[src/rtl/twenty_bit_serial_adder.sv]
// Digit-serial 20-bit unsigned adder, LSD first, start/busy/done handshake.
// DIGIT_WIDTH must divide 20; one digit is added per clock.
module twenty_bit_serial_adder #(
  parameter int DIGIT_WIDTH = 4
) (
  input  logic        clk,
  input  logic        rst_n,
  input  logic        start,
  input  logic [19:0] i0,
  input  logic [19:0] i1,
  output logic [19:0] s,
  output logic        cout,
  output logic        busy,
  output logic        done
);

  localparam int DW = DIGIT_WIDTH;
  localparam int N  = 20 / DW;
  localparam int CW = (N > 1) ? $clog2(N) : 1;

  typedef enum logic {
    S_IDLE,
    S_ADD
  } state_t;

  state_t r_state;
  state_t w_next;

  logic [19:0]   r_op0;
  logic [19:0]   r_op1;
  logic          r_carry;
  logic [CW-1:0] r_cnt;
  logic [19:0]   r_s;
  logic          r_cout;
  logic          r_busy;
  logic          r_done;

  logic          w_accept;
  logic          w_step;
  logic          w_last;
  logic [DW:0]   w_sum;
  logic [19:0]   w_acc_next;

  always_ff @(posedge clk or negedge rst_n) begin
    if (!rst_n) begin
      r_state <= S_IDLE;
    end else begin
      r_state <= w_next;
    end
  end

  always_comb begin
    w_next = r_state;
    unique case (r_state)
      S_IDLE: if (start)  w_next = S_ADD;
      S_ADD:  if (w_last) w_next = S_IDLE;
      default: w_next = S_IDLE;
    endcase
  end

  always_comb begin
    w_accept = (r_state == S_IDLE) && start;
    w_step   = (r_state == S_ADD);
    w_last   = w_step && (r_cnt == CW'(N - 1));
  end

  assign w_sum = {1'b0, r_op0[DW-1:0]}
               + {1'b0, r_op1[DW-1:0]}
               + {{DW{1'b0}}, r_carry};

  // Only the upper 20-DW accumulator bits survive a shift,
  // so the bottom digit is never stored.
  if (DW == 20) begin : g_single
    assign w_acc_next = w_sum[DW-1:0];
  end else begin : g_acc
    logic [19-DW:0] r_acc;

    always_ff @(posedge clk or negedge rst_n) begin
      if (!rst_n) begin
        r_acc <= '0;
      end else if (w_step) begin
        r_acc <= w_acc_next[19:DW];
      end
    end

    assign w_acc_next = {w_sum[DW-1:0], r_acc};
  end

  always_ff @(posedge clk or negedge rst_n) begin
    if (!rst_n) begin
      r_op0   <= '0;
      r_op1   <= '0;
      r_carry <= 1'b0;
      r_cnt   <= '0;
      r_s     <= '0;
      r_cout  <= 1'b0;
      r_busy  <= 1'b0;
      r_done  <= 1'b0;
    end else begin
      r_done <= 1'b0;
      if (w_accept) begin
        r_op0   <= i0;
        r_op1   <= i1;
        r_carry <= 1'b0;
        r_cnt   <= '0;
        r_busy  <= 1'b1;
      end else if (w_step) begin
        r_op0   <= r_op0 >> DW;
        r_op1   <= r_op1 >> DW;
        r_carry <= w_sum[DW];
        r_cnt   <= r_cnt + CW'(1);
        if (w_last) begin
          r_s    <= w_acc_next;
          r_cout <= w_sum[DW];
          r_busy <= 1'b0;
          r_done <= 1'b1;
        end
      end
    end
  end

  assign s    = r_s;
  assign cout = r_cout;
  assign busy = r_busy;
  assign done = r_done;

endmodule

[config.mk]
export PLATFORM = sky130hd
export DESIGN_NAME = twenty_bit_serial_adder
export DESIGN_NICKNAME = d
export VERILOG_FILES = /design/src/rtl/twenty_bit_serial_adder.sv
export SDC_FILE = /design/constraint.sdc
export NUM_CORES = 1
export LEC_CHECK = 0
export CAP_MARGIN = 15
export CORE_MARGIN = 2
export CORE_UTILIZATION = 35
export CTS_CLUSTER_DIAMETER = 120
export DETAILED_ROUTE_END_ITERATION = 6
export HOLD_SLACK_MARGIN = 0.06
export PLACE_DENSITY_LB_ADDON = 0.05
export SLEW_MARGIN = 30
export SYNTH_ARGS = -nofsm -noshare
export SYNTH_HDL_FRONTEND = slang
export SYNTH_SLANG_ARGS = --single-unit
[constraint.sdc]
create_clock -name clk -period 1.8 [get_ports clk]
set_input_delay 0.36 -clock clk [delete_from_list [all_inputs] [get_ports clk]]
set_output_delay 0.36 -clock clk [all_outputs]
set_load 0.01 [all_outputs]
# Word-level counts from Yosys, hierarchy flattened
# Cells that the tools add are included.
[op_classes]
addsub = 3
n_eq_ne = 1
mux = 17
bitwise_logic = 2
n_reduce_logical = 6
[ops]
columns = ["operator", "count"]
rows = [
  ["20-bit two-way mux", 4],
  ["1-bit two-way mux", 10],
  ["3-bit two-way mux", 2],
  ["4-bit by 4-bit adder with 5-bit output", 1],
  ["5-bit by 1-bit adder with 5-bit output", 1],
  ["2-bit nonzero test", 2],
  ["3-bit by 1-bit adder with 3-bit output, second input constant", 1],
  ["3-bit equality test, second input constant", 1],
  ["3-bit AND reduction", 1],
  ["1-bit logical AND", 2],
  ["1-bit NOT", 2],
  ["1-bit case mux with 2 select lines", 1],
  ["2-bit AND reduction", 1],
]
[totals]
reg_bits = 84
in_bits = 43
output_inout_bits = 23

# Logic depth before layout (Yosys ltp)
[logic_depth]
word_depth = 5
mapped_depth = 7
mapped_depth_nobuf = 7

# Least setup slack after synthesis
# OpenSTA, ideal clock, no wires.
[synth_path]
kind = "reg2reg"
start = "register r_op0[0]"
end = "register r_carry"
setup_ns = 0.128
arrival_ns = 1.460
required_ns = 1.672
setup_slack_ns = 0.213
path_stages_with_launch = 8
synth_period_minus_slack_ns = 1.587
path_cell_list = "dfrtp_1 > fa_1 > inv_1 > fa_1 > inv_1 > a21o_1 > a21oi_1 > o21ai_0"
[synth_via]
elab_chain_len = 4
[synth_lines]
columns = ["element", "line_no", "rtl"]
rows = [
  ["start, declared", "29", "logic [19:0] r_op0;"],
  ["start signal, assigned", "102", "r_op0 <= i0;"],
  ["start signal, assigned", "108", "r_op0 <= r_op0 >> DW;"],
  ["4-bit by 4-bit adder with 5-bit output", "68", "+ {1'b0, r_op1[DW-1:0]}"],
  ["5-bit by 1-bit adder with 5-bit output", "69", "+ {{DW{1'b0}}, r_carry};"],
  ["1-bit two-way mux", "107", "end else if (w_step) begin"],
  ["1-bit two-way mux", "101", "if (w_accept) begin"],
  ["end signal, assigned", "110", "r_carry <= w_sum[DW];"],
  ["end, declared", "31", "logic r_carry;"],
]
# No other way between the ends. The select of a mux whose other input is x is not followed.
# A chain may end at the register's enable or synchronous reset.

# Worst setup path after layout
[layout_path]
start = "register r_op0[0]"
end = "register r_cout, in the netlist cout"
[layout_via]
elab_chain_len = 2
[layout_lines]
columns = ["element", "line_no", "rtl"]
rows = [
  ["4-bit by 4-bit adder with 5-bit output", "68", ""],
  ["5-bit by 1-bit adder with 5-bit output", "69", ""],
  ["end signal, assigned", "114", "r_cout <= w_sum[DW];"],
  ["end, declared", "34", "logic r_cout;"],
]
# No other way between the ends.

==> impl_metrics.toml <==
[cts]
cts_tree = "done"
root_buffer = "clkbuf_8"
cts_max_level = 3
cts_buffers = 9
clock_path_buffers = 2
cts_setup_buffers = 0
clk_pin_slew_ns = 0.08
clk_latency_ns = 0.34
clock_sinks = 84

[drt]
postRouteAntennaNets = 0
wire_per_inst_um = 13.1
first_iter_violations = 65
vias = 2412
drt_first_pass_iters = 4
viasPerCell = 4.53
routed_wl_um = 6960
drc = 0

[setup_path]
cp_slowest_cell = "dfrtp_1"
cp.required_ns = 2.03
r2r_slack_ns = 0.14
slowest_delay_ns = 0.41
arrival_ns = 1.89
crit_fanout = 2
criticalPathCategory = "register to register"
critPathLaunchType = "register"
cp-end-kind = "register"
worstSetupPathDepth = 7
timing.rr.start = "r_op0[0]$_DFFE_PN0P_"
crit_start = "r_op0[0]$_DFFE_PN0P_"
timing.rr.end = "cout$_DFFE_PN0P_"
crit_end = "cout$_DFFE_PN0P_"
crit_chain = "fa_2, inv_1, fa_1, inv_1, a21o_1, a21oi_1, o21ai_0"
cp_top_family = "adder cells"
worst-path-buf-inv = 2
cpMostUsedCell = "inv_1"
r2r.worst_path.cells = 7

[timing]
finalSetupViolations = 0
min_period_ns = 1.66
fin_crit_sh_pct = 92.3
finalHoldViolations = 0
drv_slew = 0
slew_headroom_pct = 71.0
tightest_slew_ns = 0.435
rsz0062_at_grt = "no"
setup_slack_ns = 0.139
fmax_mhz = 602
fin_skew_ns = 0.00687
setup_tns_ns = 0

[layout]
drive_above_1_share_pct = 10.1
fillers = 1002
utilization_pct = 45.0
antenna_cells = 0
area.growth.synth_to_final_pct = 26.6
final_cells = 532
nets = 443

[die]
dieArea_um2 = 11200
row_count = 37
num_io_pins = 66
die_w_um = 106
design.core.area_um2 = 10200
die_y_um = 106
start_util_pct = 35.6

[placement]
dp.cells = 517
hpwl_um = 4780
portBuffers = 65
place_congestion = 0.703
post-place-ws_ns = 0.0776

[worst_hold_path]
hp-class = "register to register"

[global_route]
grt_pass1_vias = 2445
grt_pass1_wl_um = 12100
grt_max_degree = 73
gr-total-overflow = 0
antenna_found_initial = 0
grtUsageTotal_pct = 13.9

[synth]
syn-num-nets = 377
synth_top_cell_by_area = "dfrtp_1"
netlist_top_cells_area = "dfrtp_1, mux2i_1, nand2_1"
synth_compound_area_share_pct = 6.95
synth_edf_count = 0
synthXorXnorAreaFrac_pct = 0.722
synth_top_family_by_area = "multiplexers"
ys_warn_count = 0
synth_top_area_share_pct = 57.8
synth_adder_area_share_pct = 2.82
synthDistinctLibCells = 24
synthMuxAreaShare_pct = 15.2
ys_async_sr_fraction_pct = 100
synth_ff_type = "dfrtp_1"
synthSimpleGateAreaFrac_pct = 11.2
netlist_area_um2 = 3640
netlist_instances = 327
synth_seq_cells = 84
syn_area_per_cell_um2 = 11.1
yosysSeqAreaShare_pct = 57.8

[job]
drv_cap = 0

[power_and_ir_drop]
clkPwrFrac_pct = 21.8
p_int_uw = 4530
p_total_uw = 6620
p_seq_share_pct = 46.0
ir_drop_mv = 0.398
p_comb_share_pct = 32.3
p_sw_uw = 2090
power_density_nw_per_um2 = 1440
p_leak_uw = 0.00220
swShare_pct = 31.6

[run_status]
status = "finished, final reports clean"
==> tightest hold or removal path: stages (launching register included) <==
cell and delay (ns):
dfrtp_1 0.35, nand2_1 0.05, nand2_1 0.05
==> cell usage after synthesis (3+ instances only) <==
cell,instances
mux2_2,11
o21ai_1,32
buf_6,9
buf_4,6
nand2_1,93
mux2i_1,40
clkbuf_1,3
nor2_1,11
ha_1,5
inv_1,6
dfrtp_1,84
o21ai_0,10
==> cell families (layout without fill, tap and decap cells) <==
group	after synthesis	after routing
fa+ha+maj	7	7
compound gates	48	48
buf+inv	27	96
xor+xnor	3	3
flops	84	84
mux	53	53
simple gates	105	105
==> through the flow <==
stage	hold WS (ns)	area (um^2)
6_report	0.471	4610
5_1_grt	0.493	4610
4_1_cts	0.475	4600
3_5_place_dp	0.336	4390
3_3_place_gp	0.336	4390
2_1_floorplan	0.0644	3640
==> repair_timing <==
action,CTS,global route
hold buffers,1,0
hold endpoints to repair,29,0
gates resized for setup,0,1
endpoints found under the setup margin,0,2
==> state kept, by name, indices dropped and copies added, names as in the netlist <==
register / flops
r_op0: 20
r_op1: 20
s: 20
g_acc.r_acc: 16
r_cnt: 3
busy: 1
cout: 1
done: 1
r_carry: 1
r_state: 1
==> power by group through the flow <==
stage               Sequential [uW]  Clock [uW]  Combinational, uW
finish                         3040        1440               2130
global route                   3150        1600               2450
CTS                            3060        1510               2190
detailed placement             3090           0               2180
global placement               3080           0               2150
floorplan                      3050           0               1380
==> placed cells by master, fill, tap and decap left out, types with 2 or more instances in the layout <==
master	instances
clkbuf_8	10
clkdlybuf4s50_1	63
nor2_1	11
buf_4	6
a21o_1	2
a21oi_1	2
o21ai_1	32
bufinv_16	2
o21ai_0	10
mux2_4	2
clkbuf_1	2
ha_1	5
xor2_1	2
nand2_1	93
buf_12	3
mux2_2	11
inv_1	6
dfrtp_1	83
mux2i_1	40
==> routing by layer <==
metal  vias to the layer above  track usage [%]  part of all wire [%]
met2                        45             22.0                    47
met3                         7             3.19                   4.3
li1                       1209                -                     -
met4                         0             7.05                   1.4
met1                      1151             17.8                    47
met5                         -                0                     0
==> final cells by class <==
class / instances / area, um^2 / area share [%]
timing repair buffer: 74 / 751 / 16.3
clock inverter: 2 / 60.1 / 1.30
clock buffer: 12 / 145 / 3.15
multi-input combinational: 216 / 1350 / 29.2
sequential: 84 / 2100 / 45.7
tap: 136 / 170 / 3.69
inverter: 8 / 30.0 / 0.652
==> how the worst min path moves through the flow <==
stage                     cells after the start                        from                 to  slack, ns
after global routing                          2  g_acc.r_acc[0]$_DFFE_PN0P_   s[0]$_DFFE_PN0P_       0.49
final                                         2  g_acc.r_acc[1]$_DFFE_PN0P_   s[1]$_DFFE_PN0P_       0.47
after CTS                                     2  g_acc.r_acc[1]$_DFFE_PN0P_   s[1]$_DFFE_PN0P_       0.48
after detailed placement                      1                       rst_n  s[11]$_DFFE_PN0P_       0.34
after global placement                        1                       rst_n  s[11]$_DFFE_PN0P_       0.34
after floorplan                               0                       rst_n   busy$_DFFE_PN0P_       0.06
Note: power is estimated with default switching activity, not from simulation.
